[src/rtl/unique0_if_unit_if.sv]
// unique0_if_unit_if: request/result bundle between a requester and the condition evaluator
interface unique0_if_unit_if #(parameter int WIDTH = 32, parameter int CNT_W = 16);
  logic             in_valid;
  logic [WIDTH-1:0] a;
  logic [WIDTH-1:0] b;
  logic [1:0]       mode;
  logic             has_else;
  logic             out_valid;
  logic [1:0]       branch;
  logic [2:0]       hit_vec;
  logic             overlap_err;
  logic             nomatch_err;
  logic [CNT_W-1:0] ovl_cnt;
  logic [CNT_W-1:0] nom_cnt;
  modport master (
    output in_valid, a, b, mode, has_else,
    input  out_valid, branch, hit_vec, overlap_err, nomatch_err, ovl_cnt, nom_cnt
  );
  modport slave (
    input  in_valid, a, b, mode, has_else,
    output out_valid, branch, hit_vec, overlap_err, nomatch_err, ovl_cnt, nom_cnt
  );
endinterface

[src/rtl/unique0_if_unit.sv]
// unique0_if_unit: registered unique0/unique/priority if-chain evaluator with saturating violation counters
module unique0_if_unit #(
  parameter int WIDTH  = 32,
  parameter int THRESH = 100,
  parameter int CNT_W  = 16
) (
  input logic clk,
  input logic rst,
  unique0_if_unit_if.slave bus
);
  localparam logic signed [WIDTH-1:0] THR = WIDTH'(THRESH);
  logic signed [WIDTH-1:0] sa, sb;
  logic [2:0] hit;
  logic [1:0] brn;
  logic ovl, nom;
  logic out_valid_q, out_valid_d;
  logic [1:0] branch_q, branch_d;
  logic [2:0] hit_vec_q, hit_vec_d;
  logic overlap_err_q, overlap_err_d;
  logic nomatch_err_q, nomatch_err_d;
  logic [CNT_W-1:0] ovl_cnt_q, ovl_cnt_d;
  logic [CNT_W-1:0] nom_cnt_q, nom_cnt_d;
  always_comb begin
    sa = $signed(bus.a);
    sb = $signed(bus.b);
    hit = {sa < THR, sa < sb, sa == sb};
    brn = hit[0] ? 2'd0 : hit[1] ? 2'd1 : hit[2] ? 2'd2 : 2'd3;
    // popcount >= 2; unique modes are those with mode[1] clear
    ovl = bus.in_valid && !bus.mode[1] && ((hit[0] & hit[1]) | (hit[0] & hit[2]) | (hit[1] & hit[2]));
    nom = bus.in_valid && (bus.mode != 2'd0) && (hit == 3'b000) && !bus.has_else;
    out_valid_d = bus.in_valid;
    branch_d = bus.in_valid ? brn : branch_q;
    hit_vec_d = bus.in_valid ? hit : hit_vec_q;
    overlap_err_d = ovl;
    nomatch_err_d = nom;
    ovl_cnt_d = (ovl && !(&ovl_cnt_q)) ? ovl_cnt_q + CNT_W'(1) : ovl_cnt_q;
    nom_cnt_d = (nom && !(&nom_cnt_q)) ? nom_cnt_q + CNT_W'(1) : nom_cnt_q;
  end
  always_ff @(posedge clk) begin
    if (rst) begin
      out_valid_q   <= 1'b0;
      branch_q      <= 2'd3;
      hit_vec_q     <= 3'b000;
      overlap_err_q <= 1'b0;
      nomatch_err_q <= 1'b0;
      ovl_cnt_q     <= '0;
      nom_cnt_q     <= '0;
    end else begin
      out_valid_q   <= out_valid_d;
      branch_q      <= branch_d;
      hit_vec_q     <= hit_vec_d;
      overlap_err_q <= overlap_err_d;
      nomatch_err_q <= nomatch_err_d;
      ovl_cnt_q     <= ovl_cnt_d;
      nom_cnt_q     <= nom_cnt_d;
    end
  end
  assign bus.out_valid   = out_valid_q;
  assign bus.branch      = branch_q;
  assign bus.hit_vec     = hit_vec_q;
  assign bus.overlap_err = overlap_err_q;
  assign bus.nomatch_err = nomatch_err_q;
  assign bus.ovl_cnt     = ovl_cnt_q;
  assign bus.nom_cnt     = nom_cnt_q;
endmodule

[src/flat_wrapper.sv]
// flat-port wrapper written by rule: the top's interface ports become plain ports
module unique0_if_unit_flat 
#(
  parameter int WIDTH  = 32,
  parameter int THRESH = 100,
  parameter int CNT_W  = 16
)
  (clk, rst, bus_in_valid, bus_a, bus_b, bus_mode, bus_has_else, bus_out_valid, bus_branch, bus_hit_vec, bus_overlap_err, bus_nomatch_err, bus_ovl_cnt, bus_nom_cnt);
  unique0_if_unit_if #(.WIDTH(WIDTH), .CNT_W(CNT_W)) bus_i ();
  input logic clk;
  input logic rst;
  input wire logic [$bits(bus_i.in_valid)-1:0] bus_in_valid;
  input wire logic [$bits(bus_i.a)-1:0] bus_a;
  input wire logic [$bits(bus_i.b)-1:0] bus_b;
  input wire logic [$bits(bus_i.mode)-1:0] bus_mode;
  input wire logic [$bits(bus_i.has_else)-1:0] bus_has_else;
  output wire logic [$bits(bus_i.out_valid)-1:0] bus_out_valid;
  output wire logic [$bits(bus_i.branch)-1:0] bus_branch;
  output wire logic [$bits(bus_i.hit_vec)-1:0] bus_hit_vec;
  output wire logic [$bits(bus_i.overlap_err)-1:0] bus_overlap_err;
  output wire logic [$bits(bus_i.nomatch_err)-1:0] bus_nomatch_err;
  output wire logic [$bits(bus_i.ovl_cnt)-1:0] bus_ovl_cnt;
  output wire logic [$bits(bus_i.nom_cnt)-1:0] bus_nom_cnt;
  assign bus_i.in_valid = bus_in_valid;
  assign bus_i.a = bus_a;
  assign bus_i.b = bus_b;
  assign bus_i.mode = bus_mode;
  assign bus_i.has_else = bus_has_else;
  assign bus_out_valid = bus_i.out_valid;
  assign bus_branch = bus_i.branch;
  assign bus_hit_vec = bus_i.hit_vec;
  assign bus_overlap_err = bus_i.overlap_err;
  assign bus_nomatch_err = bus_i.nomatch_err;
  assign bus_ovl_cnt = bus_i.ovl_cnt;
  assign bus_nom_cnt = bus_i.nom_cnt;
  unique0_if_unit #(.WIDTH(WIDTH), .THRESH(THRESH), .CNT_W(CNT_W)) u_core (.clk(clk), .rst(rst), .bus(bus_i));
endmodule
[config.mk]
export PLATFORM = sky130hd
export DESIGN_NAME = unique0_if_unit_flat
export DESIGN_NICKNAME = d
export VERILOG_FILES = /design/src/rtl/unique0_if_unit_if.sv /design/src/rtl/unique0_if_unit.sv /design/src/flat_wrapper.sv
export SDC_FILE = /design/constraint.sdc
export NUM_CORES = 1
export LEC_CHECK = 0
export ABC_AREA = 1
export CAP_MARGIN = 15
export CORE_MARGIN = 3
export CORE_UTILIZATION = 47
export CTS_CLUSTER_DIAMETER = 100
export DETAILED_ROUTE_END_ITERATION = 12
export GPL_ROUTABILITY_DRIVEN = 0
export MAX_ROUTING_LAYER = met4
export PLACE_DENSITY_LB_ADDON = 0.2
export SLEW_MARGIN = 20
export SYNTH_ARGS = -nofsm -noshare
export SYNTH_HDL_FRONTEND = slang
export SYNTH_SLANG_ARGS = --single-unit
[constraint.sdc]
create_clock -name clk -period 3.05 [get_ports clk]
set_clock_uncertainty 0.05 [all_clocks]
set_input_delay 0.7625 -clock clk [delete_from_list [all_inputs] [get_ports clk]]
set_output_delay 0.7625 -clock clk [all_outputs]
set_load 0.05 [all_outputs]
## After elaboration in Yosys (flattened, before gate mapping)

Cells that the tools add are included.

| operators by class | value |
|---|---|
| eq/ne operators | 1 |
| muxes and demuxes | 3 |
| bitwise logic cells | 5 |
| add/subtract/negate cells | 2 |
| magnitude comparators | 2 |
| reduce and logical (&&, ||, !) cells | 15 |

Operators by type and width:

| cell | number |
|---|---|
| 16-bit by 1-bit adder with 16-bit output, second input constant | 2 |
| 32-bit == test | 1 |
| 32-bit < comparator | 1 |
| 32-bit by 8-bit < comparator with 1-bit output, second input constant | 1 |
| 16-bit AND reduction | 2 |
| 1-bit logical AND | 7 |
| 1-bit zero test | 4 |
| 2-bit two-way mux | 2 |
| 1-bit bitwise AND | 3 |
| 3-bit zero test | 1 |
| 1-bit bitwise OR | 2 |
| 2-bit nonzero test | 1 |
| 1-bit two-way mux | 1 |

| word-level totals | value |
|---|---|
| output and inout bits | 40 |
| input bits | 70 |
| bits in registers | 40 |

## Depth between registers and ports, before layout

| depth | value |
|---|---|
| depth after elaboration | 6 |
| mapped depth | 21 |
| depth with buffers taken out | 20 |

## Worst setup path after synthesis

Ideal clock, no wire load.

| timing path | value |
|---|---|
| kind | input-to-reg |
| start point | input bus_b[31] |
| end point | register u_core.nom_cnt_q[10] (netlist: u_core.bus.nom_cnt[10]) |
| path slack | 0.574 ns |
| buffers on the path | 1 |
| cell stages on the path | 13 |
| data arrival time | 2.356 ns |
| cell sequence | inv_1 ha_1 a21oi_1 o21a_1 nand2_1 a21oi_1 nand3_1 nand2_2 nand2_2 nor2_4 buf_6 nand3_2 a21oi_2 |

| on the way | value |
|---|---|
| cells in the longest elaborated chain, start to end | 5 |
| elaborated cells on any way between the ends | 6 |
| classes of those cells | 1 x order compare; 1 x eq/ne; 4 x reduce/logical |

RTL lines:

| item | RTL line | source |
|---|---|---|
| start: declaration | flat_wrapper.sv:14 | `input wire logic [$bits(bus_i.b)-1:0] bus_b;` |
| 32-bit < comparator or 32-bit == test (tied branches) | unique0_if_unit.sv:26 | `hit = {sa < THR, sa < sb, sa == sb};` |
| 3-bit zero test (*) | unique0_if_unit.sv:30 | `nom = bus.in_valid && (bus.mode != 2'd0) && (hit == 3'b000) && !bus.has_else;` |
| 1-bit logical AND (*) (2 in a row) | unique0_if_unit.sv:30 |  |
| 1-bit logical AND (*) | unique0_if_unit.sv:37 | `nom_cnt_d = (nom && !(&nom_cnt_q)) ? nom_cnt_q + CNT_W'(1) : nom_cnt_q;` |
| end signal: assignment | unique0_if_unit.sv:55 | `nom_cnt_q <= nom_cnt_d;` |
| end: declaration | unique0_if_unit.sv:22 | `logic [CNT_W-1:0] nom_cnt_q, nom_cnt_d;` |

Mark *: on every way between the ends. The rest lies on a longest branch, timed or not.
A chain may end at the register's enable or synchronous reset.

## Worst setup path after layout

| timing path | value |
|---|---|
| start point | input bus_b[15] |
| end point | register u_core.nom_cnt_q[5] (netlist: u_core.bus.nom_cnt[5]) |

The elaborated chain is that of the path after synthesis.

==> impl_metrics.csv <==
group,metric,value,unit
worst_setup_path,startpoint,"bus_b[15]",
detailed_routing,wirelength,8370,µm
detailed_routing,ant_nets,0,
synthesis,avgSynthCellArea,6.50,µm²
clock_network,clk_path_buf_depth,2,
sta,rsz0062_at_grt,"no",
synthesis,synth_cell_types,36,
cells_and_area,num_antenna_cells,0,
global_routing,antenna_found_initial,0,
detailed_routing,routed_via_density,4.87,
sta,fin_crit,2.77,ns
worst_setup_path,r2r_start,"u_core.bus.ovl_cnt[0]$_SDFFE_PP0P_",
floorplan,dieWidth,90.5,µm
synthesis,ys_seq_elements,40,
floorplan,die_y,90.5,µm
detailed_routing,first_iter_violations,107,
detailed_routing,route.detailed.drc,0,
placement,dp_hpwl,6770,µm
worst_setup_path,slowest_stage,"clkdlybuf4s50_1",
power_and_ir_drop,p_leak,0.00208,µW
sta,max_slew_margin,57.9,%
clock_network,cts_root_buf,"clkbuf_8",
job,maxCapViolCount,0,
sta,finalCritPeriodShare,90.7,%
synthesis,mappedNetlistArea,0.00336,mm²
power_and_ir_drop,peakVddDrop,0.000187,V
worst_setup_path,crit_arrival,2.95,ns
cells_and_area,final_area,0.00469,mm²
synthesis,synth-warning-count,0,
placement,place_ws,-0.0359,ns
global_routing,grt_use_total,21.6,%
worst_setup_path,crit_top_cell,"nand2_1",
sta,hold_ws,0.430,ns
detailed_routing,drt-wirelength-per-cell,11.5,µm
synthesis,synth_top_area_cell,"dfxtp_1",
synthesis,synth_edf_count,0,
cells_and_area,fin_util,68.3,%
global_routing,grt_max_degree,32,
sta,hold_violations,0,
placement,io_buffers,109,
min_path,hp-class,"register to register",
synthesis,synthesis.nets,621,
cells_and_area,layout.cells.non_filler,726,
clock_network,cts_resized,0,
placement,place_inst,718,
floorplan,die_area,0.00820,mm²
worst_setup_path,crit_chain,"clkdlybuf4s50_1 > inv_1 > ha_1 > nand2_1 > nor2_1 > nand4_1 > inv_1 > nand2_1 > nand2_1 > nand2_1 > nand2_1 > nand2_1 > nand2_2 > nand2_2 > nor2_4 > buf_12 > nand3_1 > a21oi_1",
sta,setup_viol,0,
min_path,holdCritStartpoint,"u_core.bus.hit_vec[1]$_SDFFE_PP0P_",
detailed_routing,drtPass1Iterations,4,
worst_setup_path,path_delay_family,"simple AND/OR/NAND/NOR gates",
synthesis,synth_ff_type,"dfxtp_1",
clock_network,cts_tree,"built",
sta,fmax,361,MHz
clock_network,cts_setup_buffers,0,
synthesis,synth-seq-area-share,23.8,%
global_routing,grt_pass1_vias,3527,
clock_network,cts_hold_buf,0,
clock_network,htreeDepth,2,
worst_setup_path,cp_max_fo,16,
placement,placed_cell_area,0.00458,mm²
floorplan,core-area,0.00687,mm²
floorplan,num_rows,30,
sta,maxSlewViolCount,0,
worst_setup_path,cp.required,3.23,ns
floorplan,ioPinCount,110,
clock_network,clkLatencyLatePin,0.30,ns
worst_setup_path,crit_path_start_kind,"input pin",
clock_network,cts_buffers,5,
worst_setup_path,crit_type,"input pin to register",
worst_setup_path,path_buf_inv,4,
synthesis,yosys-top-cells-area,"dfxtp_1 (24%), nand2_1 (13%), ha_1 (13%)",
power_and_ir_drop,powerDensity,282,mW/mm²
detailed_routing,vias,3535,
cells_and_area,fin_nets,733,
outcome,status,"completed",
floorplan,initial_core_util,48.9,%
cells_and_area,drive_above_1_share,7.46,%
clock_network,numClockSinks,40,
global_routing,grt_pass1_wl,14600,µm
global_routing,grt_overflow,0,
worst_setup_path,cpPeakStageDelay,0.45,ns
synthesis,synth_top_area_share,23.8,%
worst_setup_path,endpoint_kind,"register",
synthesis,synthCells,517,
cells_and_area,area_growth,39.7,%
synthesis,synthArstFlopShare,0,%
sta,worst_pin_slew,0.631,ns
sta,setup_ws,0.283,ns
clock_network,cts.clk_slew.worst_paths,0.08,ns
through the flow:
step                      power [µW]  setup TNS (ns)
after detailed placement         901          -0.206
after floorplan                  735               0
after CTS                       1340               0
final                           1320               0
after global routing            1400               0
after global placement           892               0
worst register-to-register path, cell delays in order, from the launching register on:
cell     delay [ns]
dfxtp_1        0.40
ha_1           0.21
nand2_1        0.08
nor3_1         0.29
nand4_1        0.38
and2_1         0.30
nand2_1        0.10
inv_1          0.06
nand3_1        0.08
nand2_1        0.06
inv_1          0.05
nor2_1         0.03
cell families after synthesis:
logic type,Yosys count,synth area share [%]
buffers and inverters,117,14.1
adders and majority gates,34,12.7
and+or+nand+nor,271,38.0
xor gates and xnor gates,15,3.91
DFF,40,23.8
AOI/OAI and AO/OA,40,7.53
area by class of cell:
class,instances,area [µm²]
clock buffers,6,72.6
flip-flops and latches,40,801
inverters,103,387
multi-input cells,360,2080
repair buffers,119,1190
fillers,608,2180
clock inverters,2,35.0
well taps,96,120
flip-flops by register name, summed over array words and instances (netlist names):
register                cells
u_core.bus.nom_cnt         16
u_core.bus.overlap_err      1
u_core.bus.ovl_cnt         16
u_core.bus.branch           2
u_core.bus.nomatch_err      1
u_core.bus.hit_vec          3
u_core.bus.out_valid        1
where the power goes:
| part | total (µW) | leakage [µW] | switching (µW) | internal (µW) |
|---|---|---|---|---|
| clock | 436 | 0.0000552 | 193 | 243 |
| sequential | 537 | 0.000324 | 6.52 | 531 |
| combinational | 350 | 0.00170 | 175 | 174 |
cell usage after synthesis, drive strengths merged, types with 2 or more instances:
cell	number
ha	34
clkbuf	6
nand3	45
buf	8
dfxtp	40
nand3b	2
nor4	2
xnor2	6
nor2	60
o211ai	2
nor3	15
a21oi	31
nand2	119
o21ai	3
nand4	25
inv	101
xor2	9
o21a	2
clkinv	2
final timing paths:
check	slack (ns)	to	cells after the start
max	0.28	u_core.bus.nom_cnt[5]$_SDFFE_PP0P_	18
max reg2reg	0.87	u_core.bus.ovl_cnt[10]$_SDFFE_PP0P_	11
min reg2reg	0.43	u_core.bus.hit_vec[1]$_SDFFE_PP0P_	2
min	0.43	u_core.bus.hit_vec[1]$_SDFFE_PP0P_	2
per-layer routing:
layer  global-route usage [%]  vias up  share of wire, %
met5                        -        -                 0
met1                     24.8     1578                44
met3                     4.17       10               4.6
li1                         -     1866                 -
met4                     4.59        0               1.2
met2                     38.8       81                50
cell usage in the layout (no fill, tap or decap), types with 3 or more instances in the layout:
cell,count
nand2_1,117
clkdlybuf4s50_1,109
inv_1,100
nor2_1,56
dfxtp_1,40
nand3_1,35
ha_1,34
nand4_1,24
a21oi_1,21
nor3_1,14
nand3_2,10
a21oi_2,10
xor2_1,9
buf_4,8
xnor2_1,6
clkbuf_8,5
o21ai_0,3
No activity file was read; power rests on OpenSTA's default activity.
